### src/rtl/alu_32_bit.sv
// alu_32_bit: registered 32-bit ALU for the convolution datapath.
// The result lands on C_bus one clock after the operands, with a zero flag.
// Optional build macro ALU_MULDIV_EN enables the MUL and MOD opcodes. When it
// is undefined, no multiplier or divider is built and those opcodes hold.
module alu_32_bit #(
  parameter int unsigned WIDTH = 32
) (
  input  logic             clk,
  input  logic             rst,
  input  logic [WIDTH-1:0] A_bus,
  input  logic [WIDTH-1:0] B_bus,
  input  logic [3:0]       Control,
  input  logic             enable,
  output logic [WIDTH-1:0] C_bus,
  output logic             Z_flag
);

  localparam logic [3:0] OP_NOP   = 4'b0000;
  localparam logic [3:0] OP_ADD   = 4'b0001;
  localparam logic [3:0] OP_SUB   = 4'b0010;
  localparam logic [3:0] OP_MUL   = 4'b0011;
  localparam logic [3:0] OP_MOD   = 4'b0100;
  localparam logic [3:0] OP_PASSA = 4'b0101;
  localparam logic [3:0] OP_PASSB = 4'b0110;
  localparam logic [3:0] OP_INC   = 4'b0111;
  localparam logic [3:0] OP_DEC   = 4'b1000;
  localparam logic [3:0] OP_CLR   = 4'b1001;

  logic [WIDTH-1:0] c_bus_q, c_bus_d;
  logic             z_flag_q, z_flag_d;
  logic [WIDTH-1:0] result;
  logic             load;

  // Decode the opcode into a result and a load strobe; everything else holds.
  always_comb begin
    result   = '0;
    load     = 1'b0;
    c_bus_d  = c_bus_q;
    z_flag_d = z_flag_q;
    unique case (Control)
      OP_ADD:   begin result = A_bus + B_bus;         load = 1'b1; end
      OP_SUB:   begin result = A_bus - B_bus;         load = 1'b1; end
`ifdef ALU_MULDIV_EN
      OP_MUL:   begin result = A_bus * B_bus;         load = 1'b1; end
      // Divide-by-zero passes A through rather than trapping.
      OP_MOD:   begin
        result = (B_bus == '0) ? A_bus : (A_bus % B_bus);
        load   = 1'b1;
      end
`else
      OP_MUL:   load = 1'b0;
      OP_MOD:   load = 1'b0;
`endif
      OP_PASSA: begin result = A_bus;                 load = 1'b1; end
      OP_PASSB: begin result = B_bus;                 load = 1'b1; end
      OP_INC:   begin result = A_bus + WIDTH'(1);     load = 1'b1; end
      OP_DEC:   begin result = A_bus - WIDTH'(1);     load = 1'b1; end
      OP_CLR:   begin result = '0;                    load = 1'b1; end
      OP_NOP:   load = 1'b0;
      default:  load = 1'b0;
    endcase
    if (enable && load) begin
      c_bus_d  = result;
      z_flag_d = (result == '0);
    end
  end

  // Result/flag registers; the reset pin clears both, including the flag.
  always_ff @(posedge clk) begin
    if (rst) begin
      c_bus_q  <= '0;
      z_flag_q <= 1'b0;
    end else begin
      c_bus_q  <= c_bus_d;
      z_flag_q <= z_flag_d;
    end
  end

  assign C_bus  = c_bus_q;
  assign Z_flag = z_flag_q;

endmodule

### config.mk
export PLATFORM = sky130hd
export DESIGN_NAME = alu_32_bit
export DESIGN_NICKNAME = d
export VERILOG_FILES = /design/src/rtl/alu_32_bit.sv
export SDC_FILE = /design/constraint.sdc
export NUM_CORES = 1
export LEC_CHECK = 0
export ABC_AREA = 1
export CAP_MARGIN = 20
export CORE_MARGIN = 10
export CORE_UTILIZATION = 38
export CTS_CLUSTER_DIAMETER = 200
export DETAILED_ROUTE_END_ITERATION = 6
export PLACE_DENSITY_LB_ADDON = 0.05
export RECOVER_POWER = 50
export SYNTH_ARGS = -nofsm -noshare
export SYNTH_HDL_FRONTEND = slang
export SYNTH_SLANG_ARGS = --single-unit
### constraint.sdc
create_clock -name clk -period 4.2 [get_ports clk]
set_clock_uncertainty 0.05 [all_clocks]
set_input_delay 1.05 -clock clk [delete_from_list [all_inputs] [get_ports clk]]
set_output_delay 1.05 -clock clk [all_outputs]
set_load 0.02 [all_outputs]
After elaboration in Yosys (flattened, before gate mapping). Index checks and enable logic that the tools add are counted.

Word-level logic and storage cells: 18. Output and inout bits: 33. Register bits: 33. Input bits: 71.

Eq/ne operators: 7. Add/subtract/negate cells: 4. Reductions and logical operators: 3. Muxes and demuxes: 2.

Operators by type and width (number): case mux 32 bit (6 select lines) (1); adder 32 x 1 -> 32 bit, second input constant (1); adder 32 bit (1); logical NOT 32 bit (1); subtractor 32 x 1 -> 32 bit, second input constant (1); subtractor 32 bit (1); == test 4 x 3 -> 1 bit, second input constant (3); == test 4 bit, second input constant (2); OR reduction 7 bit (1); == test 4 x 1 -> 1 bit, second input constant (1); == test 4 x 2 -> 1 bit, second input constant (1); logical AND 1 bit (1); two-way mux 1 bit (1).

Logic depth before layout (Yosys ltp). Gate-level depths: netlist of the first run.

Depth after elaboration: 4. Gate-level depth with buffers: 32. Depth with buffers taken out: 32.

Worst setup path before layout of the first run. Ideal clock, no wire load.

Path kind: input -> register. From: input port B_bus[0]. To: register z_flag_q, in the netlist Z_flag. Data required time: 4.079 ns. Path slack: 0.038 ns. Stages: 28. Arrival time: 4.042 ns. Path through: inv_1 -> ha_1 -> inv_1 -> nor3_2 -> nand2_1 -> nor2_1 -> nand2_1 -> inv_2 -> nand3_1 -> nor2_1 -> nand2_1 -> nor3_1 -> o21ai_0 -> o21ai_0 -> ha_1 -> a21oi_1 -> o21ai_0 -> nand2_1 -> nand2_1 -> a21oi_1 -> nand3_1 -> nand3_1 -> nand2_1 -> inv_1 -> nand3_1 -> nor2_1 -> nand4_1 -> a21oi_1.

Longest elaborated chain between the ends: 3. Elaborated cells between the ends (all ways): 4. Those cells by class: add/sub (2); mux (1); reduce/logical (1).

Ends and longest elaborated chain: from (decl) (RTL line 11) `input logic [WIDTH-1:0] B_bus,`; subtractor 32 bit or adder 32 bit (tied branches) (RTL line 42, 41); case mux 32 bit (6 select lines) * (RTL line 40) `unique case (Control)`; logical NOT 32 bit * (RTL line 64) `z_flag_d = (result == '0);`; to (signal assigned) (RTL line 75) `z_flag_q <= z_flag_d;`; to (decl) (RTL line 30) `logic z_flag_q, z_flag_d;`.

Every way passes the cells marked *; elsewhere a longest branch is shown, timed or not. A chain may end at the register's enable or synchronous reset.

Worst setup path after layout of the first run.
From: input port B_bus[1]. To: register z_flag_q, in the netlist Z_flag.

The elaborated chain is that of the path after synthesis.

==> results of run 1 <==
worst max-delay path: cells and delay by family:
family / cells / cell delay [ns]
simple gates: 15 / 1.63
buf+inv: 8 / 0.89
compound gates: 3 / 0.43
fa+ha+maj: 1 / 0.34
routing by layer:
layer,GRT usage (%),part of all wire (%),up-vias
li1,-,-,4056
met1,28.6,43,3602
met2,39.2,48,265
met3,3.85,6.1,46
met4,7.77,3.1,0
met5,0,0,-
cells by family (layout without fill, tap and decap cells):
logic type      Yosys count  in the layout  synth area share [%]
compound gates          192            192                  19.0
flops                    33             33                  12.0
fa+ha+maj                33             33                  7.64
simple gates            571            571                  43.2
buf+inv                 231            542                  15.9
xor+xnor                 14             14                  2.23
other cells               0              1                     0
cell usage after synthesis, types with 10 or more instances:
library cell  number
nand2_1          312
inv_1            196
nor2_1           130
o21ai_0          108
nand3_1           72
a21oi_1           43
dfxtp_1           33
ha_1              32
clkbuf_1          20
nand4_1           19
nor3_1            17
o211ai_1          15
xor2_1            14
o21bai_1          10
worst max path at each step:
stage               startpoint     end  slack, ns  cells past startpoint
CTS                   B_bus[1]  Z_flag      -0.15                     29
global route          B_bus[0]  Z_flag      -0.31                     31
detailed placement    B_bus[1]  Z_flag      -0.92                     29
global placement      B_bus[1]  Z_flag      -0.84                     29
floorplan             B_bus[0]  Z_flag       0.04                     28
finish                B_bus[1]  Z_flag      0.008                     27
timing repair:
action	4_1_cts	5_1_grt
endpoints found under the setup margin	20	21
pin swaps	60	83
buffers inserted	13	9
cloned	1	0
gates resized for setup	151	142
hold endpoints to repair	0	0
flip-flops by register name, indices dropped and copies added (netlist names):
name    count
Z_flag      1
C_bus      32
where the power goes:
group          internal (mW)  switching, mW  total [mW]
Combinational          0.617          0.758        1.38
Clock                  0.218          0.141       0.358
Sequential             0.338         0.0112       0.349
Total                   1.17          0.910        2.08
per-stage QoR:
stage	total power [mW]	util, %	instances
2_1_floorplan	0.928	-	1074
3_3_place_gp	1.50	58.4	1534
3_5_place_dp	1.50	58.4	1534
4_1_cts	1.96	63.4	1556
5_1_grt	2.23	67.5	1566
6_report	2.08	67.5	1566
final cells by class:
class                      instances  area (um2)
multi-input combinational        810        4890
inverter                         204         778
antenna                            1        2.50
clock inverter                     2        10.0
sequential                        33         661
clock buffer                       6         129
tap                              180         225
timing repair buffer             330        2780
fill                            1332        4560
==> flow_summary.json, run 1 <==
{
  "cp.arrival_ns": 4.35,
  "die_w_um": 140,
  "tritoncts": "built",
  "fmax_ghz": 0.239,
  "hold_class": "register to register",
  "pre_cts_ws_ns": -0.923,
  "start_util_pct": 39.2,
  "port_buffers": 103,
  "whs_endpoint": "Z_flag",
  "ys_dominant_reg_cell": "dfxtp_1",
  "clkTransAtPathRegs_ns": 0.06,
  "powerDensity_nw_per_um2": 220,
  "gp_congestion": 0.974,
  "synth_area_um2": 5500,
  "layout.nets": 1488,
  "setup_viol": 0,
  "grt-ovfl-total": 0,
  "antenna_found_initial": 1,
  "layout_commonest_cell": "nand2_1",
  "grt_pass1_wl_um": 37500,
  "postCtsHoldBufs": 0,
  "synth_nets": 1178,
  "drt-total-wl_um": 24500,
  "cts_root_buf": "clkbuf_16",
  "grt.total_usage_pct": 23.0,
  "min_path_cells": 2,
  "synth_area_per_cell_um2": 5.12,
  "cts_buffer_depth": 2,
  "ff2ff_path_depth": 4,
  "core_area_um2": 14000,
  "grt_pass1_vias": 7504,
  "synth_cells": 1074,
  "drive_gt1_share_pct": 31.3,
  "worstPathRequired_ns": 4.36,
  "clock-sinks": 33,
  "synth_area_leader_cell": "nand2_1",
  "drtIter0Drc": 637,
  "reg2reg_setup_slack_ns": 3.40,
  "rsz0062_at_grt": "true",
  "synth.top_cell.area_share_pct": 21.3,
  "p_leak_nw": 4.90,
  "setup_ws_ns": 0.00759,
  "path_class": "input port to register",
  "peakVddDrop_v": 0.000165,
  "most-common-layout-cells": "271 x nand2_1, 218 x buf_4, 182 x inv_1",
  "ant_nets": 0,
  "ys_seq_area_share_pct": 12.0,
  "synthDistinctLibCells": 35,
  "via_per_inst": 5.09,
  "status": "complete, no violations",
  "drv_slew": 0,
  "placementRows": 43,
  "r2r-end": "C_bus[15]",
  "hold_path_startpoint": "Z_flag",
  "final_hold_viol_count": 0,
  "critPathMostFrequentCell": "nand2_1",
  "area_growth_pct": 72.3,
  "slew_headroom_pct": 56.6,
  "yosys-top-cells-area": "nand2_1 21%, inv_1 13%, dfxtp_1 12%, o21ai_0 9.8%, nor2_1 8.9%",
  "whs_ns": 0.436,
  "drc": 0,
  "maxCapViolCount": 0,
  "vias": 7969,
  "io_pins": 104,
  "cts_buffers": 5,
  "critPathCaptureType": "register",
  "clk_latency_ns": 0.28,
  "dieArea_um2": 19700,
  "cp_max_fo": 4,
  "drtPass1Iterations": 5,
  "slowest_stage": "ha_1",
  "ys_ff_latch": 33,
  "synthArstFlopShare_pct": 0,
  "worst_pin_slew_ns": 0.650,
  "tns_ns": 0,
  "cpPeakStageDelay_ns": 0.34,
  "dp_hpwl_um": 19300,
  "htree_levels": 2,
  "period_minus_slack_ns": 4.19,
  "grt_max_degree": 53,
  "r2r_start": "C_bus[15]",
  "synth_edf_count": 0,
  "period_share_pct": 99.8,
  "wl_per_cell_um": 15.6,
  "die_h_um": 140,
  "fin_area_um2": 9480,
  "cp-start-kind": "input port",
  "yosysWarningCount": 0,
  "place_area_um2": 8200
}
Note: power is estimated with default switching activity, not from simulation.
==> run 2, diff against run 1 <==
Settings changed: CORE_UTILIZATION 38 to 49.
==> flow_summary.json, run 2 (same netlist as run 1, synthesis figures left out) <==
{
  "clkTransAtPathRegs_ns": 0.06,
  "design_power_total_mw": 2.19,
  "drive_gt1_share_pct": 33.5,
  "drt-total-wl_um": 29600,
  "fin_util_pct": 88.4,
  "layout.nets": 1498,
  "maxCapViolCount": 0,
  "die_h_um": 126,
  "setup_viol": 9,
  "clk_latency_ns": 0.28,
  "cp_max_fo": 4,
  "reg2reg_setup_slack_ns": 3.23,
  "period_minus_slack_ns": 4.49,
  "fmax_ghz": 0.223,
  "wl_per_cell_um": 19.3,
  "r2r_start": "C_bus[13]",
  "cp.arrival_ns": 4.64,
  "grt_pass1_vias": 8245,
  "hold_class": "register to register",
  "area_growth_pct": 75.6,
  "worstPathRequired_ns": 4.35,
  "via_per_inst": 5.90,
  "gp_congestion": 1.06,
  "start_util_pct": 50.3,
  "largest_reg_flops": 32,
  "ff2ff_path_depth": 4,
  "grt_max_degree": 53,
  "io_pins": 104,
  "cts_buffer_depth": 2,
  "die_w_um": 126,
  "period_share_pct": 107,
  "fin_area_um2": 9660,
  "htree_levels": 2,
  "layout_commonest_cell": "nand2_1",
  "slew_headroom_pct": 57.4,
  "vias": 9059,
  "final_hold_viol_count": 0,
  "port_buffers": 103,
  "clock-sinks": 33,
  "r2r-end": "C_bus[13]",
  "ant_nets": 0,
  "critPathCaptureType": "register",
  "violations": "DRC, setup timing",
  "dp_hpwl_um": 19300,
  "crit_end": "Z_flag",
  "cts_root_buf": "clkbuf_16",
  "setup_ws_ns": -0.290,
  "status": "finished, violations left",
  "antenna_found_initial": 0,
  "slowest_stage": "ha_4",
  "drtPass1Iterations": 7,
  "rsz0062_at_grt": "true",
  "p_leak_nw": 5.03,
  "cpPeakStageDelay_ns": 0.27,
  "dieArea_um2": 15900,
  "cts_buffers": 5,
  "path_class": "input port to register",
  "placementRows": 38,
  "cp-start-kind": "input port",
  "powerDensity_nw_per_um2": 227,
  "postCtsHoldBufs": 0,
  "highest_layer": "met4",
  "most-common-layout-cells": "263 x nand2_1, 222 x buf_4, 175 x inv_1",
  "drc": 3,
  "critPathMostFrequentCell": "nand2_1",
  "place_area_um2": 8090,
  "core_area_um2": 10900,
  "worst_pin_slew_ns": 0.638,
  "grt-ovfl-total": 0,
  "wl_met3_um": 3250,
  "startpoint": "B_bus[0]",
  "drv_slew": 0,
  "peakVddDrop_v": 0.000232,
  "dr_wl_met2_um": 13700,
  "tritoncts": "built",
  "n_antenna_cell": 0,
  "grt_pass1_wl_um": 40200,
  "grt.total_usage_pct": 30.3,
  "drtIter0Drc": 1227,
  "drt-met1-wl_um": 10300
}
## run 2: per-layer routing
metal	global-route usage (%)	up-vias
li1	-	4071
met1	34.8	4048
met2	50.9	724
met3	5.33	216
met4	19.4	0
met5	0	-
## run 2: worst min-delay path by stage
| stage | from | to | depth (start not counted) |
|---|---|---|---|
| final | C_bus[20] | C_bus[20] | 2 |
| after floorplan | Z_flag | Z_flag | 2 |
| after global placement | C_bus[17] | C_bus[17] | 2 |
| after detailed placement | C_bus[11] | C_bus[11] | 2 |
| after global routing | C_bus[11] | C_bus[11] | 2 |
| after CTS | C_bus[11] | C_bus[11] | 2 |
## run 2: timing repair
item	CTS	global route
gates cloned	0	0
gates resized for setup	164	170
endpoints found under the setup margin	22	26
pin swaps	67	84
setup buffers	24	21
## run 2: cell type report
class | count | area, um2
clock buffers | 6 | 129
clock inverters | 2 | 10.0
fillers | 617 | 1270
inverters | 204 | 776
multi-input cells | 810 | 5040
flip-flops and latches | 33 | 661
well taps | 140 | 175
repair buffers | 340 | 2880
## run 2: per-stage QoR
step / worst slack (ns) / std cells / TNS, ns / hold WS (ns)
2_1_floorplan: 0.0376 / 1074 / 0 / 0.491
3_3_place_gp: -0.833 / 1485 / -12.15 / 0.432
3_5_place_dp: -0.923 / 1485 / -13.89 / 0.429
4_1_cts: -0.157 / 1516 / -0.241 / 0.449
5_1_grt: -0.488 / 1535 / -3.66 / 0.471
6_report: -0.290 / 1535 / -0.933 / 0.446
## run 2: worst max-delay path: cells and delay by family
kind	cells	cell delay (ns)
buf+inv	8	0.71
simple gates	19	1.96
fa+ha+maj	2	0.42
compound gates	3	0.49
## run 2: power by group
group          internal [mW]  switching (mW)  leakage, nW  total [mW]
registers              0.338          0.0129        0.271       0.350
logic                  0.632           0.844         4.69        1.48
clock network          0.218           0.147       0.0706       0.365
